### config.mk
export PLATFORM = sky130hd
export DESIGN_NAME = dnn_layer_seq
export DESIGN_NICKNAME = d
export VERILOG_FILES = /design/src/rtl/dnn_layer_seq.sv
export SDC_FILE = /design/constraint.sdc
export NUM_CORES = 2
export LEC_CHECK = 0
export ABC_AREA = 1
export BUFFER_PORTS_ARGS = -buffer_cell sky130_fd_sc_hd__buf_4
export CAP_MARGIN = 15
export CORE_MARGIN = 4
export CORE_UTILIZATION = 30
export CTS_BUF_LIST = sky130_fd_sc_hd__clkbuf_4
export DETAILED_ROUTE_END_ITERATION = 8
export SKIP_CTS_REPAIR_TIMING = 1
export SLEW_MARGIN = 20
export SYNTH_ARGS = -nofsm -noshare
export SYNTH_HDL_FRONTEND = slang
export SYNTH_SLANG_ARGS = --single-unit
### constraint.sdc
create_clock -name clk -period 7.5 [get_ports clk]
set_input_delay 1.5 -clock clk [delete_from_list [all_inputs] [get_ports clk]]
set_output_delay 1.5 -clock clk [all_outputs]
set_load 0.02 [all_outputs]
### src/rtl/dnn_layer_seq.sv
// -----------------------------------------------------------------------------
// dnn_layer_seq
//
// Time-multiplexed dense layer: computes N_OUT signed dot products of an N_IN
// element feature vector against an N_IN x N_OUT weight matrix. One input
// channel is consumed per cycle using N_OUT parallel multipliers; each result
// is saturated to the feature width DW and held under an output handshake.
//
// Optional feature (compile-time macro):
//   DNN_RELU_EN  - when defined, a negative saturated result is forced to 0.
//                  out_sat still reports whether clamping occurred.
//
// Ports:
//   clk        in   clock, rising edge
//   rst_n      in   asynchronous active-low reset
//   x_in       in   N_IN*DW        feature vector, element i at [i*DW +: DW]
//   w_in       in   N_IN*N_OUT*WW  weights, w[i][j] at [(i*N_OUT+j)*WW +: WW]
//   in_valid   in   x_in/w_in valid
//   in_ready   out  block can accept (combinational from state and out_ready)
//   out_data   out  N_OUT*DW       result j at [j*DW +: DW]
//   out_sat    out  N_OUT          bit j set if result j was clamped
//   out_valid  out  out_data/out_sat valid
//   out_ready  in   downstream accepts
// -----------------------------------------------------------------------------
module dnn_layer_seq #(
  parameter int N_IN  = 4,
  parameter int N_OUT = 4,
  parameter int DW    = 21,
  parameter int WW    = 5
) (
  input  logic                     clk,
  input  logic                     rst_n,
  input  logic [N_IN*DW-1:0]       x_in,
  input  logic [N_IN*N_OUT*WW-1:0] w_in,
  input  logic                     in_valid,
  output logic                     in_ready,
  output logic [N_OUT*DW-1:0]      out_data,
  output logic [N_OUT-1:0]         out_sat,
  output logic                     out_valid,
  input  logic                     out_ready
);

  // Accumulator is wide enough that summing N_IN full-width products can
  // never overflow, so saturation only has to happen once at the end.
  localparam int AW = DW + WW + $clog2(N_IN);
  localparam int PW = DW + WW;
  localparam int IW = $clog2(N_IN);

  localparam logic signed [AW-1:0] SAT_MAX = {{(AW-DW+1){1'b0}}, {(DW-1){1'b1}}};
  localparam logic signed [AW-1:0] SAT_MIN = {{(AW-DW+1){1'b1}}, {(DW-1){1'b0}}};

  typedef enum logic [1:0] {
    IDLE,
    ACCUM,
    HOLD
  } state_t;

  state_t state, state_next;

  logic [N_IN*DW-1:0]       x_reg;
  logic [N_IN*N_OUT*WW-1:0] w_reg;
  logic [IW-1:0]            idx;
  logic signed [AW-1:0]     acc      [N_OUT];
  logic signed [AW-1:0]     acc_next [N_OUT];
  logic signed [PW-1:0]     prod     [N_OUT];
  logic signed [DW-1:0]     x_e;
  logic signed [DW-1:0]     res      [N_OUT];
  logic [N_OUT-1:0]         res_sat;
  logic                     accept;
  logic                     last;

  assign in_ready = (state == IDLE) | ((state == HOLD) & out_ready);
  assign accept   = in_valid & in_ready;
  assign last     = (state == ACCUM) && (idx == IW'(N_IN - 1));

  // State register.
  always_ff @(posedge clk or negedge rst_n) begin
    if (!rst_n) begin
      state <= IDLE;
    end else begin
      state <= state_next;
    end
  end

  // Next-state logic. From HOLD, a simultaneous output accept and input
  // accept goes straight back to ACCUM so streaming costs one extra cycle.
  always_comb begin
    state_next = state;
    case (state)
      IDLE:    if (accept) state_next = ACCUM;
      ACCUM:   if (last)   state_next = HOLD;
      HOLD: begin
        if (out_ready) state_next = in_valid ? ACCUM : IDLE;
      end
      default: state_next = IDLE;
    endcase
  end

  // One MAC per output column for the current input channel, followed by
  // saturation (and optional ReLU) of the would-be final accumulator value.
  // The saturated value is only registered on the last ACCUM cycle.
  always_comb begin
    x_e     = x_reg[int'(idx)*DW +: DW];
    res_sat = '0;
    for (int j = 0; j < N_OUT; j++) begin
      prod[j]     = x_e * $signed(w_reg[(int'(idx)*N_OUT + j)*WW +: WW]);
      acc_next[j] = acc[j] + {{(AW-PW){prod[j][PW-1]}}, prod[j]};
      if (acc_next[j] > SAT_MAX) begin
        res[j]     = SAT_MAX[DW-1:0];
        res_sat[j] = 1'b1;
      end else if (acc_next[j] < SAT_MIN) begin
        res[j]     = SAT_MIN[DW-1:0];
        res_sat[j] = 1'b1;
      end else begin
        res[j]     = acc_next[j][DW-1:0];
      end
`ifdef DNN_RELU_EN
      if (res[j][DW-1]) res[j] = '0;
`endif
    end
  end

  // Datapath registers: capture operands on accept, accumulate during ACCUM,
  // publish results on the last channel and drop out_valid once consumed.
  always_ff @(posedge clk or negedge rst_n) begin
    if (!rst_n) begin
      x_reg     <= '0;
      w_reg     <= '0;
      idx       <= '0;
      out_data  <= '0;
      out_sat   <= '0;
      out_valid <= 1'b0;
      for (int j = 0; j < N_OUT; j++) acc[j] <= '0;
    end else begin
      if (accept) begin
        x_reg <= x_in;
        w_reg <= w_in;
        idx   <= '0;
        for (int j = 0; j < N_OUT; j++) acc[j] <= '0;
      end else if (state == ACCUM) begin
        idx <= last ? '0 : idx + IW'(1);
        for (int j = 0; j < N_OUT; j++) acc[j] <= acc_next[j];
      end

      if (last) begin
        for (int j = 0; j < N_OUT; j++) out_data[j*DW +: DW] <= res[j];
        out_sat   <= res_sat;
        out_valid <= 1'b1;
      end else if ((state == HOLD) && out_ready) begin
        out_valid <= 1'b0;
      end
    end
  end

endmodule

==> results_dict.tcl <==
set metrics [dict create \
    outcome "completed" \
    start_util_pct 30.3 \
    timing.rr.start "idx[0]$_DFFE_PN0P_" \
    grt_max_degree 165 \
    required_ns 8.46 \
    wl_um 120000 \
    cts_tree "yes" \
    root_buffer "clkbuf_4" \
    die_y_um 362 \
    ys_ff_latch 369 \
    cp-end-kind "flip-flop" \
    pre_cts_slack_ns -0.366 \
    setup_viol 0 \
    nets 6154 \
    min_period_over_period_pct 94.8 \
    areaGrowthSynthToFinish_pct 18.9 \
    portBuffers 257 \
    grt_pass1_vias 33688 \
    async_flop_share_pct 100 \
    rsz0062_at_grt "yes" \
    period_needed_ns 7.11 \
    drv_slew 0 \
    fp-row-count 129 \
    pin_count 258 \
    slowest_delay_ns 0.56 \
    clkTransAtPathRegs_ns 0.06 \
    cp-startpoint "idx[0]$_DFFE_PN0P_" \
    worstSetupPathType "flip-flop to flip-flop" \
    ant_nets 0 \
    synth_ff_type "dfrtp_1" \
    die-area_sq_mm 0.131 \
    place_area_sq_mm 0.0423 \
    vias_per_cell 4.76 \
    timing.fmax_mhz 141 \
    final_util_pct 36.0 \
    syn_area_sq_mm 0.0376 \
    die_width_um 362 \
    wl_per_cell_um 16.9 \
    largest_reg_flops 112 \
    skew_ns 0.0725 \
    hp-class "input port to async pin" \
    cts_max_level 3 \
    coreArea_sq_mm 0.124 \
    timing.slew.headroom_pct 32.9 \
    yosysSeqAreaShare_pct 24.5 \
    path_max_fanout 21 \
    synth_edf_count 0 \
    first_pass_iters 6 \
    layout-drive-gt1-share_pct 18.4 \
    cts_sinks 369 \
    syn_nets 5775 \
    max-clock-path-buffers 3 \
    cp_common_cell "nand2_1" \
    fin_area_sq_mm 0.0447 \
    ys_warn_count 0 \
    overflow 0 \
    worst_pin_slew_ns 1.01 \
    netlist_instances 5034 \
    arrival_ns 8.07 \
    dr_total_vias 33941 \
    slowest_stage "fa_1" \
    grt_use_total_pct 18.0 \
    insertion_delay_ns 1.06 \
    critPathLaunchType "flip-flop" \
    cts_buffers 107 \
    dpl.hpwl_um 95700 \
    antenna_found_initial 7 \
    hold_violations 0 \
    first_iter_violations 2245 \
    grt_first_pass_wirelength_um 189000 \
    drv_cap 0 \
    synth_cell_types 46 \
    finalWeightedCongestion 0.937 \
    drc 0 \
    avgSynthCellArea_sq_um 7.48 \
    setup_ws_ns 0.393 \
]
[cells in the final DEF, fill, tap and decap left out, types with 60 or more instances in the layout]
| master | n |
|---|---|
| a21oi_1 | 229 |
| buf_4 | 401 |
| clkbuf_4 | 157 |
| dfrtp_1 | 367 |
| fa_1 | 264 |
| ha_1 | 288 |
| inv_1 | 769 |
| mux2_2 | 164 |
| nand2_1 | 1303 |
| nand3_1 | 267 |
| nor2_1 | 552 |
| o21ai_0 | 83 |
| or2_2 | 60 |
| xnor2_1 | 69 |
| xor2_1 | 92 |
[worst max-delay path: cells and delay by family (launching register included)]
family / cells / cell delay [ns]
AND/OR/NAND/NOR: 21 / 2.58
adder cells (fa/ha/maj): 5 / 2.12
buffers and inverters: 9 / 1.27
flip-flops: 1 / 0.48
AO/OA/AOI/OAI: 2 / 0.37
XOR/XNOR: 1 / 0.14
[layout make-up]
| class | count | area, sq um |
|---|---|---|
| antenna | 5 | 12.5 |
| clock buffer | 157 | 1180 |
| clock inverter | 34 | 234 |
| fill | 12997 | 79400 |
| inverter | 804 | 3070 |
| multi-input combinational | 3701 | 25400 |
| sequential | 369 | 9240 |
| tap | 1637 | 2050 |
| timing repair buffer | 429 | 3520 |
| timing repair inverter | 1 | 6.26 |
[cell families (layout without fill, tap and decap cells)]
| family | after synthesis | count (layout) | share of synthesized area (%) |
|---|---|---|---|
| multiplexers | 164 | 164 | 4.91 |
| adder cells (fa/ha/maj) | 573 | 573 | 24.3 |
| flip-flops | 369 | 369 | 24.5 |
| AND/OR/NAND/NOR | 2316 | 2316 | 25.1 |
| buffers and inverters | 964 | 1425 | 9.77 |
| other | 0 | 5 | 0 |
| XOR/XNOR | 167 | 167 | 3.89 |
| AO/OA/AOI/OAI | 481 | 481 | 7.52 |
[Yosys cell counts (3+ instances only)]
master    instances  area [sq um]
a21oi_1         247          1240
a21boi_2         10           113
ha_1            309          3870
and2_1            6          37.5
mux2_2          164          1850
nand3_1         270          1350
clkinv_1          9          33.8
buf_2            14          70.1
o21bai_1         17           128
nand4_1          48           300
a31oi_1          18           113
nor2_1          573          2150
a21o_1           12          90.1
dfrtp_1         369          9230
a32oi_1          39           342
buf_1            22          82.6
fa_1            264          5290
nand3_2           3          30.0
nor3_1           22           110
o21ai_0          99           495
xnor2_1          70           613
inv_1           794          2980
clkbuf_1        118           443
buf_4             3          22.5
nor2_2            4          25.0
nand2_2           8          50.1
xor2_1           97           850
or2_2            60           375
a21boi_0         13          97.6
o21a_1            5          37.5
nand3b_1          6          45.0
nor4_1            6          37.5
o22ai_1           8          50.1
nand2_1        1309          4910
[per-stage QoR]
stage	cells	hold slack, ns	setup TNS, ns
after floorplan	5034	0.475	0
after global placement	6914	0.466	-9.43
after detailed placement	6914	0.466	-11.04
after CTS	7105	0.342	-18.69
after global routing	7136	0.434	-0.166
final	7137	0.462	0
[path summary, 6_finish.rpt]
check                                      endpoint  slack, ns  cells past startpoint
max                        out_data[81]$_DFFE_PN0P_       0.39                     38
min                             acc[74]$_DFFE_PN0P_       0.46                      1
max reg2reg                out_data[81]$_DFFE_PN0P_       0.39                     38
min reg2reg                out_data[18]$_DFFE_PN0P_       0.48                      2
max in group asynchronous     x_reg[31]$_DFFE_PN0P_       5.81                      2
min in group clk           out_data[18]$_DFFE_PN0P_       0.48                      2
[per-layer routing]
metal / part of all wire, % / GRT usage, % / up-vias
met5: 0.011 / 0 / -
met4: 2.5 / 5.34 / 2
met3: 5.0 / 2.65 / 168
met2: 45 / 28.8 / 913
met1: 47 / 25.3 / 16229
li1: - / - / 16629
Power is left out: the tool's default activity adds up to more than one toggle a clock period on the data nets, which glitch-free logic cannot reach.
